<file path="src/rtl/servo_pkg.sv">
`default_nettype none
// ============================================================================
// Module      : servo_pkg
// Description : Shared constants and helpers for the multi-channel servo PWM
//               generator: default frame timing, slew-feature switch and the
//               position-to-pulse-width mapping.
//               Optional feature macro: SERVO_SLEW_EN (slew-limited updates).
// Revision    : 1.0 - initial release
// ============================================================================
package servo_pkg;

  // Default timing: 20 ms frame, 0.5 ms minimum pulse at 50 MHz.
  localparam int unsigned PERIOD_DEF    = 1_000_000;
  localparam int unsigned PULSE_MIN_DEF = 25_000;
  localparam int unsigned SCALE_DEF     = 392;
  localparam int unsigned WW            = $clog2(PERIOD_DEF);

  // Compile-time switch for the slew limiter; a constant keeps both builds
  // structurally identical and lets synthesis strip the unused path.
`ifdef SERVO_SLEW_EN
  localparam bit SLEW_ON = 1'b1;
`else
  localparam bit SLEW_ON = 1'b0;
`endif

  // Unsigned full-width mapping of a position code to a pulse width in cycles.
  function automatic logic [31:0] pos2width(input logic [31:0] pos,
                                            input logic [31:0] pulse_min,
                                            input logic [31:0] scale);
    return pulse_min + pos * scale;
  endfunction

endpackage
`default_nettype wire

</file>
<file path="src/rtl/servo_pwm_ch.sv">
`default_nettype none
// ============================================================================
// Module      : servo_pwm_ch
// Description : One servo channel. Holds the target and current pulse widths,
//               applies the frame-boundary update (optionally slew limited),
//               and drives the registered pulse and settled flags.
//               Optional feature macro: SERVO_SLEW_EN (via servo_pkg::SLEW_ON).
// Revision    : 1.0 - initial release
// ============================================================================
module servo_pwm_ch
  import servo_pkg::*;
#(
  parameter int            CW      = 20,
  parameter logic [CW-1:0] RESET_W = '0,
  parameter int            SLEW    = 2_000
) (
  input  logic          clk,
  input  logic          rst,
  input  logic [CW-1:0] cnt,
  input  logic          update,
  input  logic          wr_en,
  input  logic [CW-1:0] wr_width,
  output logic          pwm,
  output logic          settled
);

  localparam logic signed [CW:0] C_SLEW = (CW+1)'(SLEW);

  logic [CW-1:0]        r_tgt;
  logic [CW-1:0]        r_cur;
  logic signed [CW:0]   w_diff;
  logic [CW-1:0]        w_next;

  // Next current width: jump to target, or step by SLEW when the gap is larger.
  always_comb begin
    w_diff = $signed({1'b0, r_tgt}) - $signed({1'b0, r_cur});
    w_next = r_tgt;
    if (SLEW_ON) begin
      if (w_diff > C_SLEW) begin
        w_next = r_cur + CW'(SLEW);
      end else if (w_diff < -C_SLEW) begin
        w_next = r_cur - CW'(SLEW);
      end
    end
  end

  // Target register: last accepted write in a frame wins.
  always_ff @(posedge clk or posedge rst) begin
    if (rst) begin
      r_tgt <= RESET_W;
    end else if (wr_en) begin
      r_tgt <= wr_width;
    end
  end

  // Current width only changes at the frame boundary, so pulses never glitch.
  always_ff @(posedge clk or posedge rst) begin
    if (rst) begin
      r_cur <= RESET_W;
    end else if (update) begin
      r_cur <= w_next;
    end
  end

  // Registered outputs: width W yields exactly W high cycles per frame.
  always_ff @(posedge clk or posedge rst) begin
    if (rst) begin
      pwm     <= 1'b0;
      settled <= 1'b1;
    end else begin
      pwm     <= (cnt < r_cur);
      settled <= (r_cur == r_tgt);
    end
  end

endmodule
`default_nettype wire

</file>
<file path="src/rtl/servo_pwm_multi.sv">
`default_nettype none
// ============================================================================
// Module      : servo_pwm_multi
// Description : Multi-channel hobby-servo PWM generator. Shared frame counter,
//               valid/ready position command port with out-of-range error
//               pulse, frame tick, and N_CH servo_pwm_ch instances.
//               Optional feature macro: SERVO_SLEW_EN (slew-limited updates).
// Revision    : 1.0 - initial release
// ============================================================================
module servo_pwm_multi
  import servo_pkg::*;
#(
  parameter int N_CH      = 4,
  parameter int POS_W     = 8,
  parameter int PERIOD    = PERIOD_DEF,
  parameter int PULSE_MIN = PULSE_MIN_DEF,
  parameter int SCALE     = SCALE_DEF,
  parameter int RESET_POS = 128,
  parameter int SLEW      = 2_000,
  localparam int CH_W     = (N_CH > 1) ? $clog2(N_CH) : 1
) (
  input  logic             clk,
  input  logic             rst,
  input  logic             cmd_valid,
  output logic             cmd_ready,
  input  logic [CH_W-1:0]  cmd_ch,
  input  logic [POS_W-1:0] cmd_pos,
  output logic             cmd_err,
  output logic [N_CH-1:0]  pwm_out,
  output logic             frame_tick,
  output logic [N_CH-1:0]  settled
);

  localparam int           CW        = $clog2(PERIOD);
  localparam logic [CW-1:0] C_LAST   = CW'(PERIOD - 1);
  localparam logic [CW-1:0] C_RESET_W = CW'(pos2width(32'(RESET_POS), PULSE_MIN, SCALE));

  logic [CW-1:0]   r_cnt;
  logic            w_update;
  logic            w_accept;
  logic            w_ch_ok;
  logic [CW-1:0]   w_width;
  logic [N_CH-1:0] w_wr_en;

  // The update cycle is the last count of the frame; commands stall there.
  assign w_update  = (r_cnt == C_LAST);
  assign cmd_ready = ~rst & ~w_update;
  assign w_accept  = cmd_valid & cmd_ready;
  assign w_ch_ok   = ({{(32-CH_W){1'b0}}, cmd_ch} < 32'(N_CH));
  assign w_width   = CW'(pos2width(32'(cmd_pos), PULSE_MIN, SCALE));

  // Frame counter 0..PERIOD-1; reset release always starts a fresh frame.
  always_ff @(posedge clk or posedge rst) begin
    if (rst) begin
      r_cnt <= '0;
    end else if (w_update) begin
      r_cnt <= '0;
    end else begin
      r_cnt <= r_cnt + 1'b1;
    end
  end

  // Frame-start tick and error pulse for accepted out-of-range commands.
  always_ff @(posedge clk or posedge rst) begin
    if (rst) begin
      frame_tick <= 1'b0;
      cmd_err    <= 1'b0;
    end else begin
      frame_tick <= (r_cnt == '0);
      cmd_err    <= w_accept & ~w_ch_ok;
    end
  end

  for (genvar i = 0; i < N_CH; i++) begin : g_ch
    assign w_wr_en[i] = w_accept & w_ch_ok & (cmd_ch == CH_W'(i));

    servo_pwm_ch #(
      .CW      (CW),
      .RESET_W (C_RESET_W),
      .SLEW    (SLEW)
    ) u_ch (
      .clk      (clk),
      .rst      (rst),
      .cnt      (r_cnt),
      .update   (w_update),
      .wr_en    (w_wr_en[i]),
      .wr_width (w_width),
      .pwm      (pwm_out[i]),
      .settled  (settled[i])
    );
  end

endmodule
`default_nettype wire

</file>
<file path="config.mk">
export PLATFORM = sky130hd
export DESIGN_NAME = servo_pwm_multi
export DESIGN_NICKNAME = d
export VERILOG_FILES = /design/src/rtl/servo_pkg.sv /design/src/rtl/servo_pwm_ch.sv /design/src/rtl/servo_pwm_multi.sv
export SDC_FILE = /design/constraint.sdc
export NUM_CORES = 1
export LEC_CHECK = 0
export ABC_AREA = 1
export CAP_MARGIN = 20
export CELL_PAD_IN_SITES_DETAIL_PLACEMENT = 0
export CELL_PAD_IN_SITES_GLOBAL_PLACEMENT = 2
export CORE_MARGIN = 2
export CORE_UTILIZATION = 42
export DETAILED_ROUTE_END_ITERATION = 7
export HOLD_SLACK_MARGIN = 0.15
export PLACE_DENSITY_LB_ADDON = 0.1
export SETUP_SLACK_MARGIN = 0.4
export SYNTH_ARGS = -nofsm -noshare
export SYNTH_HDL_FRONTEND = slang
export SYNTH_SLANG_ARGS = --single-unit
</file>
<file path="constraint.sdc">
create_clock -name clk -period 8.74 [get_ports clk]
set_clock_uncertainty 0.15 [all_clocks]
set_input_delay 1.748 -clock clk [delete_from_list [all_inputs] [get_ports clk]]
set_output_delay 1.748 -clock clk [all_outputs]
set_load 0.005 [all_outputs]
</file>
==> flow_metrics.env <==
export IMPL_stdcell_area_mm2=0.0102
export IMPL_wl_met2_um=11200
export IMPL_dieArea_mm2=0.0232
export IMPL_postCtsSetupBuffers=0
export IMPL_htree_levels=4
export IMPL_antenna_found_initial=0
export IMPL_power_density_mw_per_mm2=206
export IMPL_worstReg2RegStart="r_cnt[8]$_DFF_PP0_"
export IMPL_detailedRoute_firstIterationViolations=396
export IMPL_cts_sinks=149
export IMPL_rsz0062_at_grt="no"
export IMPL_grt_pass1_wl_um=39100
export IMPL_hold_buffers=0
export IMPL_met1_length_um=12300
export IMPL_crit_start="r_cnt[4]$_DFF_PP0_"
export IMPL_coreArea_mm2=0.0217
export IMPL_outcome="complete, no violations"
export IMPL_arrival_ns=3.23
export IMPL_path_cells="nand2_1 > inv_1 > nand2_1 > nor2_2 > nand3_2 > inv_1 > nor2_1 > clkdlybuf4s50_1"
export IMPL_fin_setup_tns_ns=0
export IMPL_fin_cells=1402
export IMPL_synthCells=1094
export IMPL_wl_per_cell_um=17.4
export IMPL_path_max_fanout=31
export IMPL_max_slew_worst_pin_slew_ns=0.900
export IMPL_clockBufferDepth=2
export IMPL_hold_viol_final=0
export IMPL_cp_start_kind="flop"
export IMPL_via_per_inst=4.92
export IMPL_holdPathStages=2
export IMPL_routed_wl_um=24400
export IMPL_place_congestion=0.842
export IMPL_crit_type="reg2out"
export IMPL_grt_pass1_vias=6881
export IMPL_cts_tree="yes"
export IMPL_synth_cell_types=38
export IMPL_synth_edf_count=0
export IMPL_ys_ff_latch=149
export IMPL_ir_worst_vdd_mv=0.114
export IMPL_seq_area_frac_synth_pct=41.2
export IMPL_vias=6892
export IMPL_p_leak_nw=4.81
export IMPL_max_slew_margin_rel_pct=39.8
export IMPL_end_kind="output pin"
export IMPL_post_synth_top_count_cell="nand2_1"
export IMPL_ant_nets=0
export IMPL_syn_nets=1200
export IMPL_synth_top_family_by_area="simple AND/OR/NAND/NOR gates"
export IMPL_clock_fmax_mhz=195
export IMPL_numCtsBuffers=17
export IMPL_placed_cells=1370
export IMPL_critical_path_required_ns=6.84
export IMPL_die_h_um=152
export IMPL_hp_start="g_ch[2].u_ch.r_cur[3]$_DFFE_PP1N_"
export IMPL_synthTopCellsByArea="dfrtp_1, dfstp_2, ha_1, nand2_1, inv_1"
export IMPL_met3_length_um=642
export IMPL_p_comb_share_pct=21.3
export IMPL_r2r_cells=8
export IMPL_area_delta_synth_final_pct=10.7
export IMPL_diodes=0
export IMPL_grt_overflow_total=0
export IMPL_power_frac_seq_pct=42.4
export IMPL_synthFlopType="dfrtp_1"
export IMPL_finalHoldWorstSlack_ns=0.335
export IMPL_num_nets_final=1215
export IMPL_power_frac_clock_pct=36.4
export IMPL_worstReg2RegEnd="g_ch[2].u_ch.r_tgt[3]$_DFFE_PP1P_"
export IMPL_initial_utilization_pct=42.5
export IMPL_slew_violations=0
export IMPL_finalCritPeriodShare_pct=58.6
export IMPL_synthAdderAreaFrac_pct=12.8
export IMPL_switchingPower_mw=0.673
export IMPL_die_x_um=152
export IMPL_min_period_ns=5.12
export IMPL_setup_violations=0
export IMPL_yosysTopAreaCellShare_pct=24.1
export IMPL_slowest_stage="dfrtp_1"
export IMPL_grt_max_degree=92
export IMPL_postLayoutCoreUtil_pct=47.1
export IMPL_synthSimpleGateAreaFrac_pct=19.5
export IMPL_synth_area_mm2=0.00923
export IMPL_muxShareOfSynthArea_pct=0
export IMPL_rows=54
export IMPL_synth_compound_area_share_pct=11.2
export IMPL_yosys_warnings=0
export IMPL_synth_xor_area_share_pct=6.36
export IMPL_crit_buf_inv=3
export IMPL_portBuffers=22
export IMPL_cts_resized=0
export IMPL_syn_avg_cell_area_um2=8.43
export IMPL_hpwl_um=17800
export IMPL_grt_total_usage_pct=22.1
export IMPL_clock_latency_ns=0.42
export IMPL_synth_largest_area_cell="dfrtp_1"
export IMPL_switching_share_pct=32.0
export IMPL_clk_pin_slew_ns=0.07
export IMPL_maxUsedRoutingLayer="met4"
export IMPL_synth_common_cells="nand2_1, inv_1, ha_1"
export IMPL_holdPathEnd="g_ch[2].u_ch.r_cur[3]$_DFFE_PP1N_"
export IMPL_placed_cell_area_mm2=0.00961
export IMPL_dr_pass1_iters=4
export IMPL_rrSetupSlack_ns=5.31
export IMPL_intPower_mw=1.43
export IMPL_synthArstFlopShare_pct=100
export IMPL_drcViolationCount=0
export IMPL_cts_root_buf="clkbuf_16"
export IMPL_max_cap_viol_count=0
export IMPL_max_stage_delay_ns=0.76
export IMPL_final_layout_size_suffix_gt1_share_pct=12.7
export IMPL_ios=24
export IMPL_cp_top_family="simple AND/OR/NAND/NOR gates"
export IMPL_hp_class="reg2reg"
-- cell usage in the layout (no fill, tap or decap), types with 2 or more instances in the layout --
cell type / n
ha_1: 91
xor2_1: 44
nand4_1: 27
nor4_1: 10
nor2_1: 70
a21oi_1: 57
a21o_1: 2
dfstp_2: 60
inv_6: 5
clkbuf_16: 17
o21a_1: 2
clkinvlp_4: 5
inv_1: 159
nor3_1: 15
o21ai_2: 35
dfrtp_1: 89
xnor2_1: 23
o21ai_1: 10
nand3_2: 2
nor2_4: 4
nand3_1: 39
o21ai_0: 65
bufinv_16: 3
buf_4: 3
clkdlybuf4s50_1: 22
clkinv_2: 3
fa_1: 2
inv_2: 3
nand2_1: 243
-- cell families (layout without fill, tap and decap cells) --
logic type | count (synthesis) | count (layout)
simple gates | 416 | 416
flops | 149 | 149
compound gates | 176 | 176
other cells | 1 | 1
buf+inv | 192 | 220
fa+ha+maj | 93 | 93
xor+xnor | 67 | 67
-- worst register-to-register path, cell delays in order, from the launching register on --
cell,delay (ns)
dfrtp_1,0.74
inv_1,0.20
nand4_1,0.11
nor2_1,0.07
nand3_2,0.49
nand3_4,0.32
nor2_4,0.70
inv_1,0.31
o21ai_0,0.24
-- per-stage QoR --
stage | setup WS [ns] | total power [mW]
finish | 3.62 | 2.10
global route | 3.33 | 2.21
CTS | 3.55 | 2.12
detailed placement | 3.27 | 1.35
global placement | 3.32 | 1.35
floorplan | 2.60 | 1.20
-- layer usage --
layer	track usage, %	up-vias
met5	0	-
met4	5.16	0
met3	3.36	21
met2	35.8	87
met1	31.3	3210
li1	-	3574
-- final cells by class --
| cell class | count | area [um2] |
|---|---|---|
| fill | 2139 | 11500 |
| tap | 280 | 350 |
| clock inverter | 15 | 178 |
| clock buffer | 17 | 425 |
| timing repair buffer | 25 | 243 |
| multi-input combinational | 753 | 4600 |
| sequential | 149 | 3800 |
| inverter | 163 | 617 |
-- worst max path at each step --
| stage | end | slack, ns | depth (start not counted) |
|---|---|---|---|
| global placement | g_ch[3].u_ch.r_tgt[13]$_DFFE_PP1P_ | 3.32 | 15 |
| detailed placement | g_ch[2].u_ch.r_tgt[13]$_DFFE_PP1P_ | 3.27 | 15 |
| global route | cmd_ready | 3.33 | 8 |
| CTS | cmd_ready | 3.55 | 8 |
| finish | cmd_ready | 3.62 | 8 |
| floorplan | g_ch[3].u_ch.r_tgt[15]$_DFFE_PP0P_ | 2.60 | 6 |
-- sequential cells by signal, indices dropped and copies added (netlist names) --
signal,count
r_cnt,20
frame_tick,1
g_ch.u_ch.pwm,4
g_ch.u_ch.settled,4
g_ch.u_ch.r_cur,60
g_ch.u_ch.r_tgt,60
-- power groups by stage --
stage	Sequential [mW]	Combinational, mW	Clock (mW)
after floorplan	0.871	0.331	0
after global placement	0.902	0.452	0
after detailed placement	0.901	0.451	0
after CTS	0.890	0.453	0.778
after global routing	0.901	0.509	0.803
final	0.890	0.447	0.765
(Power assumes the default switching activity.)
